## config.mk

```make
export PLATFORM = sky130hd
export DESIGN_NAME = coin_start_sequencer
export DESIGN_NICKNAME = d
export VERILOG_FILES = /design/src/rtl/coin_start_sequencer.sv
export SDC_FILE = /design/constraint.sdc
export NUM_CORES = 1
export LEC_CHECK = 0
export ABC_AREA = 1
export BUFFER_PORTS_ARGS = -buffer_cell sky130_fd_sc_hd__buf_2
export CAP_MARGIN = 15
export CORE_MARGIN = 2
export CORE_UTILIZATION = 52
export DETAILED_ROUTE_END_ITERATION = 12
export HOLD_SLACK_MARGIN = 0.15
export PLACE_DENSITY = 0.7
export SLEW_MARGIN = 10
export SYNTH_ARGS = -nofsm -noshare
export SYNTH_HDL_FRONTEND = slang
export SYNTH_SLANG_ARGS = --single-unit
```

## constraint.sdc

```tcl
create_clock -name clk_sys -period 3.19 [get_ports clk_sys]
set_input_delay 0.1595 -clock clk_sys [delete_from_list [all_inputs] [get_ports clk_sys]]
set_output_delay 0.1595 -clock clk_sys [all_outputs]
set_load 0.01 [all_outputs]
```

## src/rtl/coin_start_sequencer.sv

```systemverilog
// Sequences player start requests into timed coin1 / start pulses for the game core, timed in frames.
// Optional build macro SERVICE_COIN_EN adds coin_req: a coin credit with no start pulse.
module coin_start_sequencer #(
    parameter int COIN_FRAMES  = 4,
    parameter int GAP_FRAMES   = 8,
    parameter int START_FRAMES = 4,
    parameter int FRAME_W      = 4
) (
    input  logic clk_sys,
    input  logic reset_n,
    input  logic frame_ce,
    input  logic start1_req,
    input  logic start2_req,
`ifdef SERVICE_COIN_EN
    input  logic coin_req,
`endif
    output logic coin1,
    output logic start1,
    output logic start2,
    output logic busy
);
    typedef enum logic [2:0] {IDLE, COIN, GAP, START, HOLD} state_t;
    typedef enum logic [1:0] {SEL_NONE, SEL_1P, SEL_2P} sel_t;

    localparam logic [FRAME_W-1:0] COIN_LAST  = FRAME_W'(COIN_FRAMES - 1);
    localparam logic [FRAME_W-1:0] GAP_LAST   = FRAME_W'(GAP_FRAMES - 1);
    localparam logic [FRAME_W-1:0] START_LAST = FRAME_W'(START_FRAMES - 1);

    state_t             state, state_nxt;
    sel_t               sel, sel_nxt;
    logic [1:0]         coins_left, coins_nxt;
    logic [FRAME_W-1:0] cnt;
    logic               s1_q, s2_q;
    logic               s1_rise, s2_rise, coin_rise, any_req;

    assign s1_rise = start1_req & ~s1_q;
    assign s2_rise = start2_req & ~s2_q;

`ifdef SERVICE_COIN_EN
    logic c_q;
    always_ff @(posedge clk_sys or negedge reset_n) begin
        if (!reset_n) c_q <= 1'b0;
        else          c_q <= coin_req;
    end
    assign coin_rise = coin_req & ~c_q;
    assign any_req   = start1_req | start2_req | coin_req;
`else
    assign coin_rise = 1'b0;
    assign any_req   = start1_req | start2_req;
`endif

    always_comb begin
        state_nxt = state;
        sel_nxt   = sel;
        coins_nxt = coins_left;
        case (state)
            IDLE: begin
                if (s1_rise) begin
                    state_nxt = COIN;
                    sel_nxt   = SEL_1P;
                    coins_nxt = 2'd1;
                end else if (s2_rise) begin
                    state_nxt = COIN;
                    sel_nxt   = SEL_2P;
                    coins_nxt = 2'd2;
                end else if (coin_rise) begin
                    state_nxt = COIN;
                    sel_nxt   = SEL_NONE;
                    coins_nxt = 2'd1;
                end
            end
            COIN:  if (frame_ce && cnt == COIN_LAST) state_nxt = GAP;
            GAP: begin
                if (frame_ce && cnt == GAP_LAST) begin
                    coins_nxt = coins_left - 2'd1;
                    if (coins_nxt != 2'd0)     state_nxt = COIN;
                    else if (sel == SEL_NONE) state_nxt = HOLD;
                    else                      state_nxt = START;
                end
            end
            START: if (frame_ce && cnt == START_LAST) state_nxt = HOLD;
            // Wait for every button to be released so a held button never retriggers.
            HOLD:  if (!any_req) state_nxt = IDLE;
            default: state_nxt = IDLE;
        endcase
    end

    always_ff @(posedge clk_sys or negedge reset_n) begin
        if (!reset_n) begin
            state      <= IDLE;
            sel        <= SEL_NONE;
            coins_left <= 2'd0;
            cnt        <= '0;
            s1_q       <= 1'b0;
            s2_q       <= 1'b0;
            coin1      <= 1'b0;
            start1     <= 1'b0;
            start2     <= 1'b0;
            busy       <= 1'b0;
        end else begin
            state      <= state_nxt;
            sel        <= sel_nxt;
            coins_left <= coins_nxt;
            s1_q       <= start1_req;
            s2_q       <= start2_req;
            if (state_nxt != state) cnt <= '0;
            else if (frame_ce)      cnt <= cnt + 1'b1;
            // Outputs decode the next state so they settle on the same edge as the state.
            coin1      <= (state_nxt == COIN);
            start1     <= (state_nxt == START) && (sel_nxt == SEL_1P);
            start2     <= (state_nxt == START) && (sel_nxt == SEL_2P);
            busy       <= (state_nxt != IDLE);
        end
    end
endmodule
```

==> results of run 1 <==
[worst register-to-register path, stage by stage (launching register included)]
cell and delay (ns):
dfrtp_1 0.42, ha_1 0.23, nand3_1 0.18, inv_1 0.06
nand2_1 0.07, nand2_1 0.06, o21ai_0 0.24, nand2_1 0.09
[per-layer routing]
| layer | global-route usage [%] | up-vias |
|---|---|---|
| met5 | 0 | - |
| met3 | 3.571 | 2 |
| met1 | 23.86 | 323 |
| met4 | 10.59 | 0 |
| met2 | 25.63 | 10 |
| li1 | - | 361 |
[synth_stat cells, drive strengths merged]
cell | instances | area [µm²]
nand2 | 23 | 101.4
nor2 | 18 | 87.58
dfrtp | 17 | 425.4
inv | 16 | 60.06
nand3 | 10 | 70.07
o21ai | 5 | 25.02
nand4 | 3 | 18.77
a21oi | 2 | 17.52
a31oi | 2 | 12.51
ha | 2 | 25.02
xor2 | 2 | 17.52
mux2i | 1 | 10.01
nor3 | 1 | 5.000
o211ai | 1 | 7.510
xnor2 | 1 | 8.760
[sequential cells by signal (all words and copies together), names as in the netlist]
| register | count |
|---|---|
| sel | 2 |
| state | 3 |
| start1 | 1 |
| busy | 1 |
| coin1 | 1 |
| start2 | 1 |
| s2_q | 1 |
| cnt | 4 |
| coins_left | 2 |
| s1_q | 1 |
[kinds of logic (layout without fill, tap and decap cells)]
family / count (synthesis) / in the layout
XOR/XNOR: 3 / 3
AO/OA/AOI/OAI: 10 / 10
flip-flops: 17 / 17
multiplexers: 1 / 1
adder cells (fa/ha/maj): 2 / 2
buffers and inverters: 16 / 31
AND/OR/NAND/NOR: 55 / 55
[worst max-delay path by stage]
stage | cells past startpoint | slack, ns | start | to
after floorplan | 7 | 1.92 | cnt[0] | busy
after global placement | 7 | 1.79 | cnt[0] | busy
after detailed placement | 7 | 1.76 | cnt[0] | busy
after CTS | 7 | 1.74 | cnt[0] | busy
after global routing | 9 | 1.63 | state[0] | start1
final | 7 | 1.73 | cnt[0] | busy
[cell type report]
cell class | instances | area (µm²)
Clock buffer | 4 | 26.28
Fill cell | 140 | 550.5
Sequential cell | 17 | 425.4
Tap cell | 16 | 20.02
Inverter | 16 | 60.06
Multi-Input combinational cell | 71 | 406.6
Timing Repair Buffer | 11 | 70.07
[metrics by stage]
stage               instances  util (%)  setup WS [ns]  hold slack (ns)
floorplan                 104         -          1.924          -0.1361
global placement          128     61.08          1.789          0.09528
detailed placement        128     61.08          1.757           0.1061
CTS                       135     64.69          1.735           0.2204
global route              135     64.69          1.632           0.2294
finish                    135     64.69          1.733           0.2274
[power groups by stage]
| stage | Clock (mW) | Combinational (mW) | Sequential (mW) |
|---|---|---|---|
| after floorplan | 0 | 0.232 | 0.335 |
| after global placement | 0 | 0.300 | 0.333 |
| after detailed placement | 0 | 0.305 | 0.335 |
| after CTS | 0.117 | 0.309 | 0.331 |
| after global routing | 0.126 | 0.352 | 0.339 |
| final | 0.111 | 0.304 | 0.331 |
==> key figures, run 1 <==
Status
  – Run status: completed

Clock tree
  – CTS root buffer: clkbuf_4
  – Clock-pin slew of the registers on the worst-case setup and hold paths: ~0.09 ns
  – H-tree level count: 1
  – Clock latency of the later-clocked register in the worst-skew pair: between 0.2 and 0.3 ns
  – Maximum number of buffers from clock root to sink: 2
  – CTS sink count: 17
  – TritonCTS clock tree: done
  – Total clock buffers created by CTS: 3
  – Post-CTS Hold Buffers: 3
  – Setup fix buffers added after clock tree synthesis: 0
  – Number of cells upsized or downsized after cts: 0

Worst setup path
  – Critical path peak fanout: 4
  – Family of cells with the greatest summed delay on the critical path: flip-flops
  – Crit-path cells: ha_1, nand3_1, inv_1, nand2_1, nand2_1, o21ai_0, nand2_1
  – Reg2Reg Capture Point: busy
  – Crit path top cell by count: nand2_1
  – Startpoint type of the worst setup path: flip-flop
  – Start of the worst register-to-register path: cnt[0]
  – Worst reg-to-reg setup slack: 1.73 ns
  – R2R depth: 7
  – Maximum cell stage delay along the critical path: ~0.42 ns
  – Worst setup EP type: flip-flop
  – Worst EP required: between 3 and 4 ns
  – Crit path buf inv count: 1
  – Critical setup path kind: flip-flop to flip-flop
  – Slowest stage cell on the critical path: dfrtp_1
  – Worst endpoint data arrival time: ~1.6 ns

Final layout
  – Final #Nets: 127
  – Antenna Diode Count: 0
  – Final design instance area without fill: between 1000 and 1500 µm²
  – Layout-stage area growth over the synthesis result: 13.04%
  – Layout cells sized above 1: between 20 and 30%
  – Most frequent cells in the layout: nand2_1 (17), dfrtp_1 (17), nor2_1 (14), inv_1 (13), buf_2 (8)

Floorplanning
  – Core box area: approximately 1600 µm²
  – Die outline area: 2063 µm²
  – Height of the chip: 45.42 µm
  – Effective utilization at floorplan: between 50 and 60%
  – Floorplan row count: 14
  – Overall die width: between 40 and 50 µm
  – I/O pins: 9

Place
  – Total placed instance area: 952.2 µm²
  – Routability Congestion: ~0.91
  – Placed wire-length estimate: about 1.2 mm
  – PortBufs: 8

Routing
  – Final routed DRC violation total: 0
  – Detailed-route via count: about 700
  – Top Layer Used: met4
  – Via/cell ratio: about 5.2
  – Routed WL: between 1 and 1.5 mm
  – Sum of met3 wire segment lengths after detailed routing: ~40 µm
  – Routed wire per std cell: 10.97 µm
  – Met2 wirelength from detailed routing: 683 µm
  – Count of nets left with antenna violations after detail routing: 0
  – First-iteration detailed-routing DRC count: 18
  – Met1 wire length: between 700 and 800 µm
  – Drt pass-1 iters: 4

Yosys
  – Complex-gate fraction of the synthesized area: between 7 and 8%
  – Combinational family with the most area after synthesis: simple AND/OR/NAND/NOR gates
  – Number of instances in the synthesized netlist: between 100 and 150
  – Share of cell area taken by muxes after synthesis: between 1 and 1.5%
  – YS warnings: 0
  – Area share of xor/xnor cells in the synthesized design: roughly 2.9%
  – Synth Area in Simple Gates: around a third
  – Post-synthesis instance area: around 890 µm²
  – #FFs+latches synth: 17
  – Average size of a mapped cell: 8.578 µm²
  – Adder-Cell Fraction of Synth Area: 2.805%
  – Yosys cell types: 20
  – Part of the Yosys area used for sequential elements: 47.69%
  – Synthesized net count: 111

Global routing
  – Maximum number of pins on one net before global-route repair: 18
  – Vias in the first global route: about 630
  – Total track usage: approximately 18%
  – Global-route wire length before repair: ~2.5 mm
  – Initial antenna violation count: 0
  – GRT overflow: 0

Pwr
  – Logic gate share of total power: just over 40%
  – Leakage power figure: 0.5142 nW
  – Switching share of total power: 40.06%
  – Sequential cell fraction of total power: between 40% and 50%
  – Power, Total: ~0.75 mW
  – Switching Power: roughly 0.30 mW
  – Clock network fraction of total power: between 10% and 20%
  – Power Dens Cells: between 700 and 800 nW/µm²
  – Max rail drop VDD: between 400 and 500 µV
  – Internal power of the cells: 0.4472 mW

Min path
  – Worst hold path depth: 3
  – Hold wc startpoint: frame_ce
  – Worst Hold End: cnt[0]
  – Min-Delay Path Class: input pin to flip-flop

Timing
  – Number of failing setup endpoints in the final timing report: 0
  – Pin slew with the least headroom to its limit: ~0.37 ns
  – Period utilisation layout: a little under half
  – Relative slew slack: between 70% and 80%
  – Unrepaired setup endpoints after global routing: false
  – Shortest clock period the worst path allows after layout: roughly 1.5 ns
  – Number of pins with negative max-slew slack in the final report: 0
  – Worst clock skew on the final layout: between 0.0006 and 0.0007 ns
  – Setup total negative slack: 0 ns
  – Top achievable clock speed: 0.6861 GHz
  – Final hold viol count: 0

Job
  – Max-cap violations: 0
(Power assumes the default switching activity.)
==> inputs of run 2 (changes only) <==
==> constraint.sdc (replaced) <==
create_clock -name clk_sys -period 1.35 [get_ports clk_sys]
set_input_delay 0.0675 -clock clk_sys [delete_from_list [all_inputs] [get_ports clk_sys]]
set_output_delay 0.0675 -clock clk_sys [all_outputs]
set_load 0.01 [all_outputs]
==> key figures, run 2 (same netlist as run 1, synthesis figures left out) <==
Status
  – Run status: finished, violations left (was completed)
  – Failing checks: negative setup slack

Floorplanning
  – Die outline area: 2063 µm² (unchanged)
  – I/O pins: 9 (unchanged)
  – Core box area: 1559 µm² (unchanged)
  – Overall die width: 45.42 µm (unchanged)
  – Effective utilization at floorplan: 57.22% (unchanged)
  – Height of the chip: 45.42 µm (unchanged)
  – Floorplan row count: 14 (unchanged)

Timing
  – Unrepaired setup endpoints after global routing: true (was false)
  – Top achievable clock speed: 0.7112 GHz (was 0.6861 GHz)
  – Worst hold-check slack: 0.1693 ns (was 0.2274 ns)
  – Shortest clock period the worst path allows after layout: 1.406 ns (was 1.457 ns)
  – Period utilisation layout: 104.2% (was 45.69%)
  – Final hold viol count: 0 (unchanged)
  – Worst clock skew on the final layout: 0.002450 ns (was 0.0006956 ns)
  – Pin slew with the least headroom to its limit: 0.3799 ns (was 0.3704 ns)
  – Number of pins with negative max-slew slack in the final report: 0 (unchanged)
  – Relative slew slack: 74.67% (was 75.30%)
  – Number of failing setup endpoints in the final timing report: 8 (was 0)
  – Crit path setup slack, layout: -0.05614 ns (was 1.733 ns)

Routing
  – Detailed-route via count: 793 (was 696)
  – Met1 wire length: 832 µm (was 740 µm)
  – Sum of met3 wire segment lengths after detailed routing: 53 µm (was 40 µm)
  – Drt pass-1 iters: 4 (unchanged)
  – Top Layer Used: met4 (unchanged)
  – Via/cell ratio: 5.395 (was 5.156)
  – Routed WL: 1.932 mm (was 1.481 mm)
  – Routed wire per std cell: 13.14 µm (was 10.97 µm)
  – Final routed DRC violation total: 0 (unchanged)
  – First-iteration detailed-routing DRC count: 24 (was 18)
  – Count of nets left with antenna violations after detail routing: 0 (unchanged)
  – Met2 wirelength from detailed routing: 1.021 mm (was 683 µm)

Final layout
  – Register with the most flip-flops: cnt (unchanged)
  – Final design instance area without fill: 1144 µm² (was 1008 µm²)
  – Fillers: 126 (was 140)
  – Max reg flops: 4 (unchanged)
  – Final #Nets: 139 (was 127)
  – Layout cells sized above 1: 38.93% (was 25.21%)
  – Antenna Diode Count: 0 (unchanged)
  – Registers with the most flip-flops: cnt x4, state x3 (unchanged)
  – Leading cell type in the layout, fill and taps excluded: dfrtp_1
  – Layout-stage area growth over the synthesis result: 28.19% (was 13.04%)
  – Most frequent cells in the layout: dfrtp_1 (17), nand2_1 (16), inv_1 (12), buf_4 (12), nor2_1 (10) (was nand2_1 (17), dfrtp_1 (17), nor2_1 (14), inv_1 (13), buf_2 (8))

Clock tree
  – TritonCTS clock tree: done (unchanged)
  – Clock latency of the later-clocked register in the worst-skew pair: 0.29 ns (was 0.28 ns)
  – H-tree level count: 1 (unchanged)
  – Maximum number of buffers from clock root to sink: 2 (unchanged)
  – CTS sink count: 17 (unchanged)
  – Clock-pin slew of the registers on the worst-case setup and hold paths: 0.10 ns (was 0.09 ns)
  – CTS root buffer: clkbuf_4 (unchanged)
  – Total clock buffers created by CTS: 3 (unchanged)

Pwr
  – Clock network fraction of total power: 13.0% (was 14.8%)
  – Max rail drop VDD: 1263 µV (was 412.6 µV)
  – Leakage power figure: 0.5763 nW (was 0.5142 nW)
  – Sequential cell fraction of total power: 37.0% (was 44.4%)
  – Switching Power: 0.8685 mW (was 0.2988 mW)
  – Switching share of total power: 41.50% (was 40.06%)
  – Power Dens Cells: 1830 nW/µm² (was 739.7 nW/µm²)
  – Internal power of the cells: 1.224 mW (was 0.4472 mW)
  – Logic gate share of total power: 50.0% (was 40.7%)

Global routing
  – Global-route wire length before repair: 3.056 mm (was 2.525 mm)
  – Vias in the first global route: 741 (was 633)
  – Maximum number of pins on one net before global-route repair: 18 (unchanged)
  – Total track usage: 21.15% (was 17.58%)
  – Initial antenna violation count: 0 (unchanged)
  – GRT overflow: 0 (unchanged)

Place
  – PortBufs: 8 (unchanged)
  – Placed wire-length estimate: 1.335 mm (was 1.178 mm)
  – Pre-CTS setup slack: -0.05728 ns (was 1.757 ns)
  – Total placed instance area: 997.2 µm² (was 952.2 µm²)
  – Routability Congestion: 0.8842 (was 0.9133)

Worst setup path
  – Worst endpoint data arrival time: 1.59 ns (was 1.63 ns)
  – R2R depth: 8 (was 7)
  – Worst EP required: 1.53 ns (was 3.36 ns)
  – Worst setup EP type: flip-flop (unchanged)
  – Critical path peak fanout: 5 (was 4)
  – Critical setup path kind: flip-flop to flip-flop (unchanged)
  – Startpoint type of the worst setup path: flip-flop (unchanged)

Min path
  – Min-Delay Path Class: input pin to flip-flop (unchanged)
  – Worst hold path depth: 3 (unchanged)

Job
  – Max-cap violations: 0 (unchanged)
==> run 2: cell count changes in the layout (fill, tap and decap cells not counted), sizes merged <==
cell | before | now
buf | 8 | 20
==> run 2: cell type report <==
cell class                 count  area (µm²)  share of cell area (%)
timing repair buffer          23       160.2                   14.00
inverter                      16       60.06                   5.252
clock buffer                   4       26.28                   2.298
sequential                    17       425.4                   37.20
tap                           16       20.02                   1.751
multi-input combinational     71       451.7                   39.50
==> run 2: per-stage QoR <==
stage            TNS (ns)  std cells  total power, mW  utilization [%]
2_1_floorplan           0        104            1.339                -
3_3_place_gp   -0.0003860        134            1.572            63.96
3_5_place_dp     -0.07350        134            1.612            63.96
4_1_cts        -0.0003948        143            1.930            69.50
5_1_grt           -0.8014        147            2.242            73.35
6_report          -0.2015        147            2.093            73.35
==> run 2: per-layer routing <==
layer | vias to the layer above | track usage, %
met5 | - | 0
met1 | 388 | 28.79
met3 | 4 | 3.571
li1 | 386 | -
met4 | 0 | 7.059
met2 | 15 | 34.08
==> run 2: worst max-delay path, cell delays in order, from the launching register on <==
cell and delay, ns:
dfrtp_1 0.37, ha_2 0.20, nand2_2 0.08, nor2_4 0.14, a21oi_2 0.09, nor2_2 0.15, nand2_2 0.09, nand2_1 0.12
nor2_1 0.06
==> run 2: worst paths after layout <==
path,slack (ns),start,end
worst max-delay path,-0.06,cnt[0],start2
worst min-delay path,0.17,frame_ce,cnt[1]
worst max register to register,-0.06,cnt[0],start2
worst min register to register,0.57,coins_left[1],coins_left[1]
max in group asynchronous,0.86,reset_n,state[0]
min in group asynchronous,0.22,reset_n,start1
==> run 2: repair_timing <==
item,in CTS,in global routing
endpoints found under the hold margin,21,0
hold buffers,3,0
endpoints found under the setup margin,9,9
buffers inserted,2,4
resized for setup,4,10
pin swaps,2,4
==> run 2: power groups by stage <==
stage | Sequential (mW) | Clock [mW] | Combinational, mW
2_1_floorplan | 0.791 | 0 | 0.548
3_3_place_gp | 0.775 | 0 | 0.797
3_5_place_dp | 0.785 | 0 | 0.827
4_1_cts | 0.775 | 0.276 | 0.878
5_1_grt | 0.792 | 0.291 | 1.16
6_report | 0.774 | 0.272 | 1.05
